==> src/rtl/cpu_pkg.sv <==
// ---------------------------------------------------------------------------
// cpu_pkg -- definitions shared by the CPU pipeline blocks.
//
// Contents:
//   WORD_W         datapath width (16 bits)
//   mem_state_t    MEM-stage access sequencer states (IDLE / WAIT / DONE)
//   mem_req_t      request captured when a data-memory access is launched
//   access_pending whether the instruction in MEM needs the data memory
// ---------------------------------------------------------------------------
package cpu_pkg;

  localparam int WORD_W = 16;

  typedef enum logic [1:0] {
    IDLE = 2'd0,  // no access in flight; decides whether to launch one
    WAIT = 2'd1,  // request on the bus, waiting for dmem_ack
    DONE = 2'd2   // access finished; pipeline released for one cycle
  } mem_state_t;

  typedef struct packed {
    logic              we;     // 1 = store, 0 = load
    logic [WORD_W-1:0] addr;
    logic [WORD_W-1:0] wdata;
  } mem_req_t;

  // A cancelled (flushed) instruction never reaches the memory.
  function automatic logic access_pending(input logic rd,
                                          input logic wr,
                                          input logic flush);
    return (rd | wr) & ~flush;
  endfunction

endpackage

==> src/rtl/mem_wdog.sv <==
// ---------------------------------------------------------------------------
// mem_wdog -- WAIT-cycle watchdog for the MEM stage.
//
// Counts consecutive cycles with i_run high and flags the cycle in which the
// TIMEOUT_CYCLES-th such cycle is being spent. The count restarts whenever
// i_run drops, so every access gets a fresh budget.
//
// Parameters:
//   TIMEOUT_CYCLES  number of WAIT cycles allowed before abort (>= 1)
// Ports:
//   clk       clock, rising edge
//   reset     asynchronous, active-low reset (clears the count)
//   i_run     high while the access sequencer sits in WAIT
//   o_expire  high during the last permitted WAIT cycle
// ---------------------------------------------------------------------------
module mem_wdog #(
  parameter int TIMEOUT_CYCLES = 15
) (
  input  logic clk,
  input  logic reset,
  input  logic i_run,
  output logic o_expire
);

  localparam int CNT_W = $clog2(TIMEOUT_CYCLES + 1);

  logic [CNT_W-1:0] r_cnt;

  // r_cnt holds the number of WAIT cycles already completed, so the limit is
  // reached while the count still reads TIMEOUT_CYCLES-1.
  assign o_expire = i_run & (r_cnt == CNT_W'(TIMEOUT_CYCLES - 1));

  // NOTE: clocked state is assigned with <= so every register samples the
  // pre-edge values; blocking = here would create order-dependent behaviour.
  always_ff @(posedge clk or negedge reset) begin
    if (!reset) begin
      r_cnt <= '0;
    end else if (!i_run) begin
      r_cnt <= '0;
    end else begin
      r_cnt <= r_cnt + CNT_W'(1);
    end
  end

endmodule

==> src/rtl/mem_stage.sv <==
// ---------------------------------------------------------------------------
// mem_stage -- MEM pipeline stage: sequences one data-memory access per
// instruction and stalls the pipeline until it completes.
//
// Sequencer: IDLE -> WAIT (request on bus until dmem_ack) -> DONE -> IDLE.
// The request (address, data, direction) is captured on entry to WAIT and
// held stable on the bus for the whole WAIT period. A load and store request
// together is executed as a store.
//
// Build option:
//   MEM_TIMEOUT_EN  when defined, a watchdog (mem_wdog) aborts an access after
//                   TIMEOUT_CYCLES WAIT cycles without ack: rdata_mem becomes
//                   16'hFFFF and bus_err pulses for the DONE cycle. An ack in
//                   the limit cycle still completes normally. When undefined,
//                   WAIT lasts until ack and bus_err is constant 0.
//
// Ports:
//   clk            clock, rising edge
//   reset          asynchronous, active-low reset
//   memread_mem    load requested by the instruction in MEM
//   memwrite_mem   store requested by the instruction in MEM
//   flush_mem      cancel the MEM instruction (only looked at in IDLE)
//   addr_mem       data address
//   wdata_mem      store data
//   dmem_req       request valid (high exactly in WAIT)
//   dmem_we        request is a store
//   dmem_addr      request address
//   dmem_wdata     request store data
//   dmem_ack       memory completion (only looked at in WAIT)
//   dmem_rdata     memory read data, valid with dmem_ack
//   stall_mem      freeze upstream stages / hold MEM/WB enable low
//   rdata_mem      last load result (held until the next load completes)
//   bus_err        one-cycle timeout pulse
// ---------------------------------------------------------------------------
module mem_stage
  import cpu_pkg::*;
#(
  parameter int TIMEOUT_CYCLES = 15
) (
  input  logic              clk,
  input  logic              reset,
  input  logic              memread_mem,
  input  logic              memwrite_mem,
  input  logic              flush_mem,
  input  logic [WORD_W-1:0] addr_mem,
  input  logic [WORD_W-1:0] wdata_mem,
  output logic              dmem_req,
  output logic              dmem_we,
  output logic [WORD_W-1:0] dmem_addr,
  output logic [WORD_W-1:0] dmem_wdata,
  input  logic              dmem_ack,
  input  logic [WORD_W-1:0] dmem_rdata,
  output logic              stall_mem,
  output logic [WORD_W-1:0] rdata_mem,
  output logic              bus_err
);

  localparam logic [WORD_W-1:0] ABORT_DATA = '1;

  mem_state_t        r_state;
  mem_state_t        w_state_nxt;
  mem_req_t          r_req;
  mem_req_t          w_req_nxt;
  logic [WORD_W-1:0] r_rdata;
  logic [WORD_W-1:0] w_rdata_nxt;
  logic              w_pending;
  logic              w_in_wait;
  logic              w_expire;
  logic              w_timeout_hit;

  assign w_pending = access_pending(memread_mem, memwrite_mem, flush_mem);
  assign w_in_wait = (r_state == WAIT);

`ifdef MEM_TIMEOUT_EN
  mem_wdog #(
    .TIMEOUT_CYCLES(TIMEOUT_CYCLES)
  ) u_wdog (
    .clk      (clk),
    .reset    (reset),
    .i_run    (w_in_wait),
    .o_expire (w_expire)
  );
`else
  assign w_expire = 1'b0;
`endif

  // An ack arriving in the limit cycle takes priority over the abort.
  assign w_timeout_hit = w_in_wait & ~dmem_ack & w_expire;

  // NOTE: every signal written in this block gets a default first; a path
  // that leaves one unassigned would infer a latch.
  always_comb begin
    w_state_nxt = r_state;
    w_req_nxt   = r_req;
    w_rdata_nxt = r_rdata;

    unique case (r_state)
      IDLE: begin
        if (w_pending) begin
          w_req_nxt.we    = memwrite_mem;  // load+store together -> store
          w_req_nxt.addr  = addr_mem;
          w_req_nxt.wdata = wdata_mem;
          w_state_nxt     = WAIT;
        end
      end

      WAIT: begin
        if (dmem_ack) begin
          if (!r_req.we) begin
            w_rdata_nxt = dmem_rdata;
          end
          w_state_nxt = DONE;
        end else if (w_timeout_hit) begin
          w_rdata_nxt = ABORT_DATA;
          w_state_nxt = DONE;
        end
      end

      DONE: begin
        // The instruction leaves MEM this cycle; a following access is only
        // considered once back in IDLE.
        w_state_nxt = IDLE;
      end

      default: begin
        w_state_nxt = IDLE;
      end
    endcase
  end

  always_ff @(posedge clk or negedge reset) begin
    if (!reset) begin
      r_state <= IDLE;
      r_req   <= '0;
      r_rdata <= '0;
    end else begin
      r_state <= w_state_nxt;
      r_req   <= w_req_nxt;
      r_rdata <= w_rdata_nxt;
    end
  end

`ifdef MEM_TIMEOUT_EN
  logic r_bus_err;

  // DONE lasts exactly one cycle, so registering the abort gives a pulse
  // aligned with it.
  always_ff @(posedge clk or negedge reset) begin
    if (!reset) begin
      r_bus_err <= 1'b0;
    end else begin
      r_bus_err <= w_timeout_hit;
    end
  end

  assign bus_err = r_bus_err;
`else
  assign bus_err = 1'b0;
`endif

  assign dmem_req   = w_in_wait;
  assign dmem_we    = w_in_wait & r_req.we;
  assign dmem_addr  = r_req.addr;
  assign dmem_wdata = r_req.wdata;
  assign rdata_mem  = r_rdata;

  // The IDLE term depends on live inputs, so it is qualified with reset to
  // keep the stall low while reset is held.
  assign stall_mem = reset & (w_in_wait | ((r_state == IDLE) & w_pending));

endmodule
==> config.mk <==
export PLATFORM = sky130hd
export DESIGN_NAME = mem_stage
export DESIGN_NICKNAME = d
export VERILOG_FILES = /design/src/rtl/cpu_pkg.sv /design/src/rtl/mem_wdog.sv /design/src/rtl/mem_stage.sv
export SDC_FILE = /design/constraint.sdc
export NUM_CORES = 1
export LEC_CHECK = 0
export ABC_AREA = 1
export BUFFER_PORTS_ARGS = -buffer_cell sky130_fd_sc_hd__buf_2
export CAP_MARGIN = 20
export CORE_UTILIZATION = 47
export CTS_CLUSTER_SIZE = 14
export DETAILED_ROUTE_END_ITERATION = 7
export HOLD_SLACK_MARGIN = 0.06
export PLACE_DENSITY = 0.79
export SYNTH_ARGS = -nofsm -noshare
export SYNTH_HDL_FRONTEND = slang
export SYNTH_SLANG_ARGS = --single-unit
==> constraint.sdc <==
create_clock -name clk -period 1.43 [get_ports clk]
set_clock_uncertainty 0.05 [all_clocks]
set_input_delay 0.143 -clock clk [delete_from_list [all_inputs] [get_ports clk]]
set_output_delay 0.143 -clock clk [all_outputs]
set_load 0.01 [all_outputs]
==> Yosys cells after proc, flatten, opt, wreduce, memory -nomap -nowiden <==
Cells that the tools add are included.
{ "totals": {"out_inout_bits": 52, "in_bits": 54, "elab_cells": 23, "ff_bits": 51} }
{ "classes": {"n_reduce_logical": 4, "n_bitwise": 8, "n_eq_ne": 3, "mux": 3} }
{ "op_table": {"columns": ["op", "count"], "rows": [
  ["$and 1x1->1", 4],
  ["$mux 2", 2],
  ["$ne 2x2->1 const B", 2],
  ["$pmux 2 s2", 1],
  ["$reduce_and 2->1", 2],
  ["$reduce_and 3->1", 1],
  ["$eq 2x1->1 const B", 1],
  ["$logic_not 2->1", 1],
  ["$not 1->1", 2],
  ["$or 1x1->1", 2]
]} }

==> Depth between registers and ports, before layout <==
{ "logic_depth": {"depth_word": 5, "depth_mapped": 6, "mapped_depth_nobuf": 5} }

==> Worst setup path after synthesis <==
OpenSTA, ideal clock, no wires.
{ "synth_timing": {"path_kind": "register -> output", "startpoint": "register r_state[1]", "endpoint": "output port stall_mem", "path_slack_ns": 0.167, "n_path_buf": 1, "t_required_ns": 1.237, "arrival_time_ns": 1.070, "stages_incl_launch_ff": 5, "path_cell_list": "dfrtp_1 nor2_4 nand3_4 buf_6 a21oi_2"} }
{ "synth_via": {"elab_chain_len": 4, "elab_cells_between_ends": 5, "classes_between": "eq/ne: 1; bitwise: 3; reduce/logical: 1"} }
{ "synth_rtl": {"columns": ["item", "line_no", "source"], "rows": [
  ["start, declared", "mem_stage.sv:60", "mem_state_t r_state;"],
  ["start signal, assigned", "mem_stage.sv:137", "r_state <= w_state_nxt;"],
  ["$logic_not 2->1", "mem_stage.sv:169", "assign stall_mem = reset & (w_in_wait | ((r_state == IDLE) & w_pending));"],
  ["$and 1x1->1", "mem_stage.sv:169", null],
  ["$or 1x1->1 (*)", "mem_stage.sv:169", null],
  ["$and 1x1->1 (*)", "mem_stage.sv:169", null],
  ["end, declared", "mem_stage.sv:53", "output logic stall_mem,"]
]} }
Every way passes the cells marked *; elsewhere a longest branch is shown, timed or not.

==> Worst setup path after layout <==
{ "layout_timing": {"startpoint": "register r_state[0]", "endpoint": "output port stall_mem"} }
The elaborated chain is that of the path after synthesis.

==> flow_summary.toml <==
[timing]
finalCritPeriodShare_pct = 103
whs_ns = 0.0643
fin_ws_ns = -0.0441
rsz0062_at_grt = "true"
setup_viol = 1
slew_violations = 0
finalSetupTns_ns = -0.0441
min_period_ns = 1.47
final_hold_viol_count = 0
timing.fmax_ghz = 0.678
relSlewSlack_pct = 58.2
worstMarginPinSlew_ns = 0.627

[logic_synthesis]
ys_ff_latch = 51
seq_area_frac_synth_pct = 52.5
syn_area_um2 = 2430
avgSynthCellArea_um2 = 9.14
synth-warning-count = 0
ys_types = 16
netlist_instances = 266
syn_nets = 320

[detailed_routing]
remaining_drc_errors = 0
vias = 2248
drt-pass1-iter-count = 4
drt_iter0_drc = 137
wl_per_cell_um = 13.5
vias_per_cell = 4.90
routed_wl_um = 6210
antenna_left = 0

[floorplan]
die_y_um = 73.9
dieWidth_um = 73.9
io_pins = 106
die_area_um2 = 5460
core-area_um2 = 4850
initial_core_util_pct = 50.1
row_count = 25

[clock_network]
htreeDepth = 2
cts_sinks = 51
clk-insertion-delay-late_ns = 0.30
clockBufferDepth = 2
numCtsBuffers = 5
cts.clk_slew.worst_paths_ns = 0.09
cts-root-buf = "clkbuf_8"
cts_tree = "yes"

[global_route]
grt_max_degree = 52
grt.total_usage_pct = 23.2
antenna_found_initial = 0
gr-total-overflow = 0
grt_pass1_vias = 2117
grt_pass1_wl_um = 9490

[worst_setup_path]
cp.arrival_ns = 1.28
criticalPathCategory = "register to output pin"
critPathLaunchType = "register"
critPathCaptureType = "output pin"
path_max_fanout = 2
required_ns = 1.24
path_cells = "buf_6 > nor2_4 > nand3_4 > a21oi_2 > buf_4"
crit_slowest_cell = "dfrtp_1"
cpPeakStageDelay_ns = 0.40

[run_status]
violations = "negative setup slack"
status = "finished, violations left"

[placement]
dp_hpwl_um = 3620
port_buffers = 104
gp_congestion = 0.747
place_area_um2 = 2760

[cells_and_area]
stdcell_area_um2 = 3390
nets = 445
syn_to_final_growth_pct = 39.4
mostFrequentLayoutCell = "buf_2"
final_cell_mix = "buf_2 (103), nand2_1 (99), dfrtp_1 (50), nand4_1 (49), dlygate4sd3_1 (49)"
drive_above_1_share_pct = 34.7
antenna_cells = 0

[job]
drv_cap = 0

[min_path]
hold_path_class = "input port to register"

[power_and_ir_drop]
leakage_nw = 1.87
power-per-cell-area_nw_per_um2 = 1500
ir_drop_mv = 0.740
==> flip-flops by register name (all words and copies together), names as in the netlist <==
name / count
dmem_wdata: 16
rdata_mem: 16
dmem_addr: 16
r_state: 2
r_req: 1
==> critical path: cells and delay by family (launching register included) <==
kind / cells / cell delay [ns]
simple gates: 2 / 0.22
compound gates: 1 / 0.12
buf+inv: 2 / 0.25
flops: 1 / 0.40
==> logic make-up after synthesis <==
family,count (synthesis),synth area share [%]
other cells,1,0.154
flops,51,52.5
compound gates,2,0.566
buf+inv,58,15.9
simple gates,154,30.9
==> what timing repair did <==
item / CTS / global route
hold buffers: 49 / 0
buffers inserted: 4 / 1
endpoints found under the hold margin: 99 / 0
resized for setup: 6 / 3
pin swaps: 3 / 1
endpoints found under the setup margin: 3 / 3
==> cell type report <==
type | count | area, um^2
Multi-Input combinational cell | 157 | 772
Clock buffer | 5 | 68.8
Clock inverter | 3 | 15.0
Timing Repair Buffer | 168 | 1140
Tap cell | 67 | 83.8
Fill cell | 380 | 1460
Inverter | 8 | 31.3
Sequential cell | 51 | 1280
==> cell usage after synthesis <==
master    count  area, um^2
nand2_1      99         372
dfrtp_1      51        1280
nand4_1      49         307
buf_4        34         255
buf_2         8        40.0
inv_1         6        22.5
buf_6         4        45.0
clkbuf_1      4        15.0
clkinv_1      2        7.51
nand3_4       2        35.0
nor2_1        2        7.51
a21oi_2       1        8.76
conb_1        1        3.75
nor2_4        1        11.3
nor2_8        1        20.0
o21ai_0       1        5.00
==> metal layers <==
metal | wire length, um | track usage, % | vias to the layer above
met2 | 3310 | 41.1 | 81
li1 | - | - | 1095
met5 | 0 | 0 | -
met4 | 188 | 12.0 | 0
met3 | 266 | 4.94 | 17
met1 | 2450 | 26.1 | 1055
==> worst paths after layout <==
| kind | startpoint | to | slack, ns | cells after the start |
|---|---|---|---|---|
| worst max-delay path | r_state[0]$_DFFE_PN0P_ | stall_mem | -0.04 | 5 |
| max in group asynchronous | reset | r_state[1]$_DFFE_PN0P_ | 0.42 | 3 |
| worst min register to register | rdata_mem[8]$_DFFE_PN0P_ | rdata_mem[8]$_DFFE_PN0P_ | 0.42 | 2 |
| worst max register to register | r_state[0]$_DFFE_PN0P_ | dmem_wdata[11]$_DFFE_PN0P_ | 0.03 | 7 |
| worst min-delay path | memwrite_mem | r_req[32]$_DFFE_PN0P_ | 0.06 | 3 |
| min in group asynchronous | reset | dmem_addr[6]$_DFFE_PN0P_ | 0.46 | 3 |
==> power by group <==
part           switching, mW  internal (mW)  leakage, nW
Combinational           1.14          0.869         1.19
Sequential             0.300           1.97        0.632
Clock                  0.469          0.336       0.0477
==> metrics by stage <==
| stage | worst slack, ns | util [%] | power (mW) | instances |
|---|---|---|---|---|
| floorplan | 0.167 | - | 3.67 | 266 |
| global placement | 0.202 | 56.8 | 4.03 | 397 |
| detailed placement | 0.157 | 56.8 | 4.08 | 397 |
| CTS | -0.0469 | 69.5 | 5.05 | 458 |
| global route | -0.101 | 69.9 | 5.41 | 459 |
| finish | -0.0441 | 69.9 | 5.08 | 459 |
No activity file was read; power rests on OpenSTA's default activity.
